$ cat config.mk
export PLATFORM = sky130hd
export DESIGN_NAME = studio_keypad_array_flat
export DESIGN_NICKNAME = d
export VERILOG_FILES = /design/src/rtl/studio_keypad_array_if.sv /design/src/rtl/studio_keypad_array.sv /design/src/flat_wrapper.sv
export SDC_FILE = /design/constraint.sdc
export NUM_CORES = 1
export LEC_CHECK = 0
export ABC_AREA = 1
export ABC_CLOCK_PERIOD_IN_PS = 1300
export BUFFER_PORTS_ARGS = -buffer_cell sky130_fd_sc_hd__buf_2
export CORE_ASPECT_RATIO = 1.1
export CORE_MARGIN = 1
export CORE_UTILIZATION = 36
export DETAILED_ROUTE_END_ITERATION = 7
export GPL_ROUTABILITY_DRIVEN = 0
export PLACE_DENSITY = 0.67
export SYNTH_ARGS = -nofsm -noshare
export SYNTH_HDL_FRONTEND = slang
export SYNTH_SLANG_ARGS = --single-unit
$ cat constraint.sdc
create_clock -name clk -period 1.3 [get_ports clk]
set_clock_uncertainty 0.1 [all_clocks]
set_input_delay 0.065 -clock clk [delete_from_list [all_inputs] [get_ports clk]]
set_output_delay 0.065 -clock clk [all_outputs]
set_load 0.02 [all_outputs]
$ cat src/rtl/studio_keypad_array_if.sv
// CPU-side bus for the Studio II keypad front end: OUT strobe, N lines, OUT data
// and the key-select latch read back by the core.
interface studio_keypad_array_if;
    logic       io_out;
    logic [2:0] io_n;
    logic [7:0] io_dout;
    logic [3:0] key_sel;

    modport master (output io_out, output io_n, output io_dout, input key_sel);
    modport slave  (input io_out, input io_n, input io_dout, output key_sel);
endinterface

$ cat src/rtl/studio_keypad_array.sv
// Studio II keypad array: PS/2 make/break + ext_keys key state, OUT-loaded key select, active-low EF per pad.
// Optional minimum press duration enabled by defining KEYPAD_MIN_HOLD_EN.
module studio_keypad_array #(
    parameter int unsigned NUM_PADS     = 2,
    parameter int unsigned KEYS_PER_PAD = 10,
    parameter logic [2:0]  SEL_PORT     = 3'd2,
    parameter int unsigned HOLD_CYCLES  = 4096
) (
    input  logic                   clk,
    input  logic                   reset,
    input  logic [10:0]            ps2_key,
    input  logic [NUM_PADS*16-1:0] ext_keys,
    studio_keypad_array_if.slave   cpu,
    output logic [NUM_PADS-1:0]    ef_n,
    output logic [NUM_PADS-1:0]    any_key
);
    localparam logic [15:0] KEY_MASK = 16'((33'h1 << KEYS_PER_PAD) - 33'h1);

    logic                   tog_q;
    logic [NUM_PADS*16-1:0] ps2_q, ps2_d;
    logic [3:0]             key_sel_q, key_sel_d;
    logic [NUM_PADS-1:0]    ef_n_q, ef_n_d;
    logic [NUM_PADS-1:0]    any_key_q, any_key_d;

    logic                   evt, accept, map_hit, map_pad, sel_ok;
    logic [3:0]             map_key;
    logic [NUM_PADS*16-1:0] eff;
    logic [15:0]            row;
    logic [3:0]             unused_dout;

`ifdef KEYPAD_MIN_HOLD_EN
    localparam int unsigned HOLD_W = $clog2(HOLD_CYCLES + 1);
    logic [NUM_PADS*16-1:0] pend_q, pend_d;
    logic [HOLD_W-1:0]      hold_q [NUM_PADS];
    logic [HOLD_W-1:0]      hold_d [NUM_PADS];
    logic [NUM_PADS-1:0]    reload;
`else
    logic [31:0]            unused_hold;
    assign unused_hold = HOLD_CYCLES;
`endif

    assign unused_dout = cpu.io_dout[7:4];
    assign evt         = ps2_key[10] ^ tog_q;

    always_comb begin
        map_hit = 1'b1;
        map_pad = 1'b0;
        map_key = 4'd0;
        case (ps2_key[7:0])
            8'h16: map_key = 4'd1;   8'h1E: map_key = 4'd2;
            8'h26: map_key = 4'd3;   8'h25: map_key = 4'd4;
            8'h2E: map_key = 4'd5;   8'h36: map_key = 4'd6;
            8'h3D: map_key = 4'd7;   8'h3E: map_key = 4'd8;
            8'h46: map_key = 4'd9;   8'h45: map_key = 4'd0;
            8'h70: begin map_pad = 1'b1; map_key = 4'd0; end
            8'h69: begin map_pad = 1'b1; map_key = 4'd1; end
            8'h72: begin map_pad = 1'b1; map_key = 4'd2; end
            8'h7A: begin map_pad = 1'b1; map_key = 4'd3; end
            8'h6B: begin map_pad = 1'b1; map_key = 4'd4; end
            8'h73: begin map_pad = 1'b1; map_key = 4'd5; end
            8'h74: begin map_pad = 1'b1; map_key = 4'd6; end
            8'h6C: begin map_pad = 1'b1; map_key = 4'd7; end
            8'h75: begin map_pad = 1'b1; map_key = 4'd8; end
            8'h7D: begin map_pad = 1'b1; map_key = 4'd9; end
            default: map_hit = 1'b0;
        endcase
    end

    // Key state next value; with min-hold, breaks inside the hold window become pending.
    always_comb begin
        ps2_d  = ps2_q;
        accept = evt && !ps2_key[8] && map_hit &&
                 (32'(map_key) < KEYS_PER_PAD) && (32'(map_pad) < NUM_PADS);
`ifdef KEYPAD_MIN_HOLD_EN
        pend_d = pend_q;
        hold_d = hold_q;
        reload = '0;
`endif
        for (int unsigned p = 0; p < NUM_PADS; p++) begin
            for (int unsigned k = 0; k < 16; k++) begin
                if (accept && 32'(map_pad) == p && 32'(map_key) == k) begin
                    if (ps2_key[9]) begin
                        ps2_d[p*16+k] = 1'b1;
`ifdef KEYPAD_MIN_HOLD_EN
                        pend_d[p*16+k] = 1'b0;
                        reload[p]      = 1'b1;
`endif
                    end else begin
`ifdef KEYPAD_MIN_HOLD_EN
                        if (hold_q[p] != '0) begin
                            if (ps2_q[p*16+k]) pend_d[p*16+k] = 1'b1;
                        end else begin
                            ps2_d[p*16+k] = 1'b0;
                        end
`else
                        ps2_d[p*16+k] = 1'b0;
`endif
                    end
                end
            end
`ifdef KEYPAD_MIN_HOLD_EN
            if (reload[p]) begin
                hold_d[p] = HOLD_W'(HOLD_CYCLES);
            end else if (hold_q[p] != '0) begin
                hold_d[p] = hold_q[p] - 1'b1;
                if (hold_q[p] == HOLD_W'(1)) begin
                    ps2_d[p*16 +: 16]  = ps2_d[p*16 +: 16] & ~pend_d[p*16 +: 16];
                    pend_d[p*16 +: 16] = '0;
                end
            end
`endif
        end
    end

    always_comb begin
        key_sel_d = key_sel_q;
        if (cpu.io_out && cpu.io_n == SEL_PORT) key_sel_d = cpu.io_dout[3:0];
    end

    // Flags are built from the already-registered select and key state.
    always_comb begin
        eff       = (ps2_q | ext_keys) & {NUM_PADS{KEY_MASK}};
        sel_ok    = 32'(key_sel_q) < KEYS_PER_PAD;
        row       = '0;
        ef_n_d    = '1;
        any_key_d = '0;
        for (int unsigned p = 0; p < NUM_PADS; p++) begin
            row          = eff[p*16 +: 16];
            ef_n_d[p]    = ~(sel_ok & row[key_sel_q]);
            any_key_d[p] = |row;
        end
    end

    always_ff @(posedge clk) begin
        if (reset) begin
            tog_q     <= 1'b0;
            ps2_q     <= '0;
            key_sel_q <= '0;
            ef_n_q    <= '1;
            any_key_q <= '0;
`ifdef KEYPAD_MIN_HOLD_EN
            pend_q    <= '0;
            hold_q    <= '{default: '0};
`endif
        end else begin
            tog_q     <= ps2_key[10];
            ps2_q     <= ps2_d;
            key_sel_q <= key_sel_d;
            ef_n_q    <= ef_n_d;
            any_key_q <= any_key_d;
`ifdef KEYPAD_MIN_HOLD_EN
            pend_q    <= pend_d;
            hold_q    <= hold_d;
`endif
        end
    end

    assign cpu.key_sel = key_sel_q;
    assign ef_n        = ef_n_q;
    assign any_key     = any_key_q;
endmodule
$ cat src/flat_wrapper.sv
// flat-port wrapper written by rule: the top's interface ports become plain ports
module studio_keypad_array_flat 
#(
    parameter int unsigned NUM_PADS     = 2,
    parameter int unsigned KEYS_PER_PAD = 10,
    parameter logic [2:0]  SEL_PORT     = 3'd2,
    parameter int unsigned HOLD_CYCLES  = 4096
)
  (clk, reset, ps2_key, ext_keys, ef_n, any_key, cpu_io_out, cpu_io_n, cpu_io_dout, cpu_key_sel);
  studio_keypad_array_if cpu_i ();
  input  logic clk;
  input  logic reset;
  input  logic [10:0] ps2_key;
  input  logic [NUM_PADS*16-1:0] ext_keys;
  output logic [NUM_PADS-1:0] ef_n;
  output logic [NUM_PADS-1:0] any_key;
  input wire logic [$bits(cpu_i.io_out)-1:0] cpu_io_out;
  input wire logic [$bits(cpu_i.io_n)-1:0] cpu_io_n;
  input wire logic [$bits(cpu_i.io_dout)-1:0] cpu_io_dout;
  output wire logic [$bits(cpu_i.key_sel)-1:0] cpu_key_sel;
  assign cpu_i.io_out = cpu_io_out;
  assign cpu_i.io_n = cpu_io_n;
  assign cpu_i.io_dout = cpu_io_dout;
  assign cpu_key_sel = cpu_i.key_sel;
  studio_keypad_array #(.NUM_PADS(NUM_PADS), .KEYS_PER_PAD(KEYS_PER_PAD), .SEL_PORT(SEL_PORT), .HOLD_CYCLES(HOLD_CYCLES)) u_core (.clk(clk), .reset(reset), .ps2_key(ps2_key), .ext_keys(ext_keys), .cpu(cpu_i), .ef_n(ef_n), .any_key(any_key));
endmodule
Yosys cells after proc, flatten, opt, wreduce, memory -nomap -nowiden
Cells that the tools add are included.
Cells by class
  $add $sub $neg: 0
  $mul: 0
  div/mod/pow operators: 0
  magnitude comparators: 3
  eq/ne operators: 36
  shift operators: 0
  muxes and demuxes: 8
  bitwise logic cells: 7
  reductions and logical operators: 47
Operator list (number)
  8-bit by 7-bit == test with 1-bit output (second input constant): 12
  8-bit by 6-bit == test with 1-bit output (second input constant): 6
  4-bit case mux with 9 select lines: 1
  4-bit == test (second input constant): 8
  1-bit logical AND: 32
  10-bit OR reduction: 3
  26-bit OR: 1
  20-bit OR reduction: 1
  2-bit OR reduction: 9
  4-bit by 3-bit == test with 1-bit output (second input constant): 4
  8-bit by 5-bit == test with 1-bit output (second input constant): 2
  1-bit binary-select mux with 4-bit select: 2
  4-bit by 2-bit == test with 1-bit output (second input constant): 2
  4-bit < comparator (second input constant): 2
  4-bit by 5-bit < comparator with 1-bit output (second input constant): 1
  1-bit 2-to-1 mux: 5
  4-bit by 1-bit == test with 1-bit output (second input constant): 1
  4-bit logical NOT: 1
  3-bit by 2-bit == test with 1-bit output (second input constant): 1
  1-bit inverter: 3
  1-bit AND: 2
  1-bit logical NOT: 1
  1-bit XOR: 1
Storage, ports and cells
  register bits: 35
  latch bits: 0
  RAM bits: 0
  bits in read-only memories: 0
  bits of input ports: 57
  logic and storage cells: 131
  memories kept: 0

Depth between registers and ports, before layout
  word-level depth: 7
  gate-level depth with buffers: 14

Least setup slack after synthesis
OpenSTA, ideal clock, no wires.
  path type: flip-flop to flip-flop
  from: register u_core.tog_q
  to: register u_core.ps2_q[18]
  library setup time: 0.113 ns
  data arrival time: 1.159 ns
  required time: 1.087 ns
  slack: -0.072 ns
  stages on the path, launching flop included: 7
  clock period less this slack: 1.372 ns
  path through: dfxtp_1 xnor2_1 nor2_1 clkbuf_1 nand4_1 nor2_1 nor2_1
Between the ends
  longest elaborated chain between the ends: 6
RTL lines
  start, declared: line studio_keypad_array.sv:19  | logic tog_q;
  start signal, assigned: line studio_keypad_array.sv:146  | tog_q <= ps2_key[10];
  1-bit XOR: line studio_keypad_array.sv:43  | assign evt = ps2_key[10] ^ tog_q;
  1-bit logical AND (3 in series): line studio_keypad_array.sv:72  | accept = evt && !ps2_key[8] && map_hit &&
  1-bit logical AND (2 in series): line studio_keypad_array.sv:81  | if (accept && 32'(map_pad) == p && 32'(map_key) == k) begin
  end signal, assigned: line studio_keypad_array.sv:147  | ps2_q <= ps2_d;
  end, declared: line studio_keypad_array.sv:20  | logic [NUM_PADS*16-1:0] ps2_q, ps2_d;
Every way passes these cells.
A chain may end at the register's enable or synchronous reset.

Worst setup path after layout
  from: register u_core.key_sel_q[0], in the netlist u_core.cpu.key_sel[0]
  to: register u_core.ef_n_q[1], in the netlist u_core.ef_n[1]
Between the ends
  longest elaborated chain between the ends: 4
  elaborated cells between the ends (all ways): 5
  those cells by class: order compare: 1; mux: 2; bitwise: 2
RTL lines
  start, declared: line studio_keypad_array.sv:21  | logic [3:0] key_sel_q, key_sel_d;
  start signal, assigned: line studio_keypad_array.sv:148  | key_sel_q <= key_sel_d;
  1-bit binary-select mux with 4-bit select: line studio_keypad_array.sv:129  | ef_n_d[p] = ~(sel_ok & row[key_sel_q]);
  1-bit 2-to-1 mux (implied by the code): line studio_keypad_array.sv:129
  1-bit AND *: line studio_keypad_array.sv:129
  1-bit inverter *: line studio_keypad_array.sv:129
  end signal, assigned: line studio_keypad_array.sv:149  | ef_n_q <= ef_n_d;
  end, declared: line studio_keypad_array.sv:22  | logic [NUM_PADS-1:0] ef_n_q, ef_n_d;
Every way passes the cells marked *; elsewhere a longest branch is shown, timed or not. The select of a mux whose other input is x is not followed.

==> out/qor.txt <==
DP HPWL -> 4410 um
post-synth top area share -> 28.6%
clock root cell -> clkbuf_8
total core area -> 5400 um2
worst skew pair latency -> 280 ps
Max Fclk -> 0.729 GHz
Post-Layout Inst Area -> 3120 um2
max_cap viols -> 0
Power Density -> 674 nW/um2
Post-Syn Instances -> 362
DRC violations left -> 0
CTS Buf Count -> 5
TritonCTS clock tree -> done
Worst Max-Slew Pin Slew -> 556 ps
Die Y-Extent -> 80.7 um
Pre-Repair DR Iteration Count -> 4
share of post-route cells with drive strength above 1 -> 37.1%
H-tree depth -> 2
RSZ-0062 raised after global routing -> yes
Vias -> 2476
synth top area cells -> dfxtp_1, nand2_1, nor2_1
Ant. Diodes -> 0
synthesis-to-layout area growth -> 54.1%
Die Wd -> 73.5 um
port bufs -> 48
Initial DRC Count -> 126
Worst EP arrival -> 1430 ps
first-pass GRT wire length -> 9410 um
crit path capture type -> flop
Total GRT Usage -> 20.6%
sequential area share after synthesis -> 28.6%
Hold Fails Final Rpt -> 0
Rel. slew slack -> 62.7%
Lkg Pwr -> 0.00156 uW
clock-pin slew on the worst setup and hold paths -> 60 ps
worst setup margin -> -71.8 ps
CTS Sinks -> 29
routed vias/inst -> 4.67
Synth Register Bits -> 29
crit start category -> flop
DRT Wirelength -> 6070 um
Unique masters post-synth -> 22
HP Class -> in2reg
final worst path period share -> 106%
Syn Nets -> 419
CP required -> 1360 ps
status -> finished, violations left
vias in the first global route -> 2261
deepest clock path buffer count -> 2
overall power -> 2110 uW
GRT Residual Overflow -> 0
Total Nets Final -> 511
Crit Path Max Fanout -> 5
Crit Path Class -> reg2reg
worst vdd ir -> 0.382 mV
Yosys warning count -> 0
Placed Instance Area -> 2670 um2
Initial Utilization -> 37.6%
failing checks -> negative setup slack
endpoints failing setup -> 18
initial antenna violation count -> 0
wire per inst -> 11.5 um
fin. max-slew vios -> 0
largest net degree at the start of global routing -> 18
min Tclk post-route -> 1370 ps
Post-DRT Antenna Nets -> 0
post-synth top area cell -> dfxtp_1
Worst Hold Slack -> 10.7 ps
Avg Inst Size Synth -> 5.60 um2
Die ar. -> 5940 um2
Rows -> 28
num ports -> 65
Synth Cell Area -> 2030 um2
Setup TNS -> -475 ps
==> synthesized netlist by cell type, drive strengths merged <==
library cell  number
o22ai              1
nand3             22
nor2             113
dfxtp             29
clkinv             2
clkbuf             6
o41ai              1
o31ai              1
o21ai              8
and3               1
a21oi              3
o32ai              1
xnor2              1
inv               47
o21a               1
nand4             15
nand2            110
==> state kept, by name (all words and copies together), names as in the netlist <==
name / flops
u_core.ps2_q: 20
u_core.cpu.key_sel: 4
u_core.any_key: 2
u_core.ef_n: 2
u_core.tog_q: 1
==> path summary, 6_finish.rpt <==
path                               from           endpoint  slack [ps]  depth (start not counted)
hold reg to reg         u_core.ps2_q[9]    u_core.ps2_q[9]         390                          2
hold / removal              ext_keys[5]  u_core.any_key[0]          10                          5
setup / recovery  u_core.cpu.key_sel[0]     u_core.ef_n[1]         -70                          8
setup reg to reg  u_core.cpu.key_sel[0]     u_core.ef_n[1]         -70                          8
==> layout make-up <==
cell class                      count  area, um2
Fill cell                         536       2270
Multi-Input combinational cell    280       1540
Timing Repair Buffer               89        622
Sequential cell                    29        582
Inverter                           49        203
Tap cell                           75       93.8
Clock buffer                        6       72.6
Clock inverter                      2       10.0
==> worst max-delay path: stages, from the launching register on <==
cell        delay (ps)
dfxtp_2            350
clkinvlp_4         130
buf_6              160
nand2_1             60
nand3_1             90
nand3_2             90
nand2_2             70
o32ai_2            130
nand2_1             80
==> per-stage QoR <==
| stage | setup WS [ps] | utilization (%) | std cells |
|---|---|---|---|
| 2_1_floorplan | -28.9 | - | 362 |
| 3_3_place_gp | -358 | 49.4 | 507 |
| 3_5_place_dp | -366 | 49.4 | 507 |
| 4_1_cts | -54.8 | 53.8 | 526 |
| 5_1_grt | -161 | 57.9 | 530 |
| 6_report | -71.8 | 57.9 | 530 |
==> placed cells by master, fill, tap and decap left out <==
master	n
a21oi_1	3
and3_1	1
buf_12	3
buf_2	46
buf_4	27
buf_6	3
clkbuf_1	1
clkbuf_4	2
clkbuf_8	5
clkinv_1	2
clkinv_2	2
clkinvlp_4	1
dfxtp_1	28
dfxtp_2	1
dlygate4sd3_1	8
inv_1	38
inv_2	4
inv_4	3
inv_8	1
nand2_1	85
nand2_2	13
nand2_4	12
nand3_1	9
nand3_2	11
nand3_4	3
nand4_1	14
nand4_4	2
nor2_1	85
nor2_2	18
nor2_4	10
o21a_1	1
o21ai_0	7
o21ai_1	1
o22ai_2	1
o31ai_1	1
o32ai_2	1
o41ai_1	1
xnor2_1	1
==> where the power goes <==
group          leakage, uW  internal (uW)  switching [uW]
combinational      0.00128            206             285
clock            0.0000450            370             334
sequential        0.000236            905            5.95
total              0.00156           1480             624
==> what timing repair did <==
action | in CTS | in global routing
setup buffers | 1 | 4
hold buffers | 8 | 0
cloned | 2 | 0
resized for setup | 6 | 47
hold endpoints to repair | 7 | 0
setup endpoints to repair | 19 | 23
pin swaps | 4 | 19
==> routing by layer <==
layer,up-vias,wire length (um),GRT usage [%]
met3,17,238,3.64
met1,1078,2540,22.9
li1,1312,-,-
met5,-,0,0
met2,69,3110,37.2
met4,0,188,10.2
==> kinds of logic (layout without fill, tap and decap cells) <==
group | Yosys count | after routing | share of synthesized area, %
AO/OA/AOI/OAI | 16 | 16 | 4.63
XOR/XNOR | 1 | 1 | 0.432
buffers and inverters | 55 | 146 | 10.2
flip-flops | 29 | 29 | 28.6
AND/OR/NAND/NOR | 261 | 263 | 56.1
(Power assumes the default switching activity.)
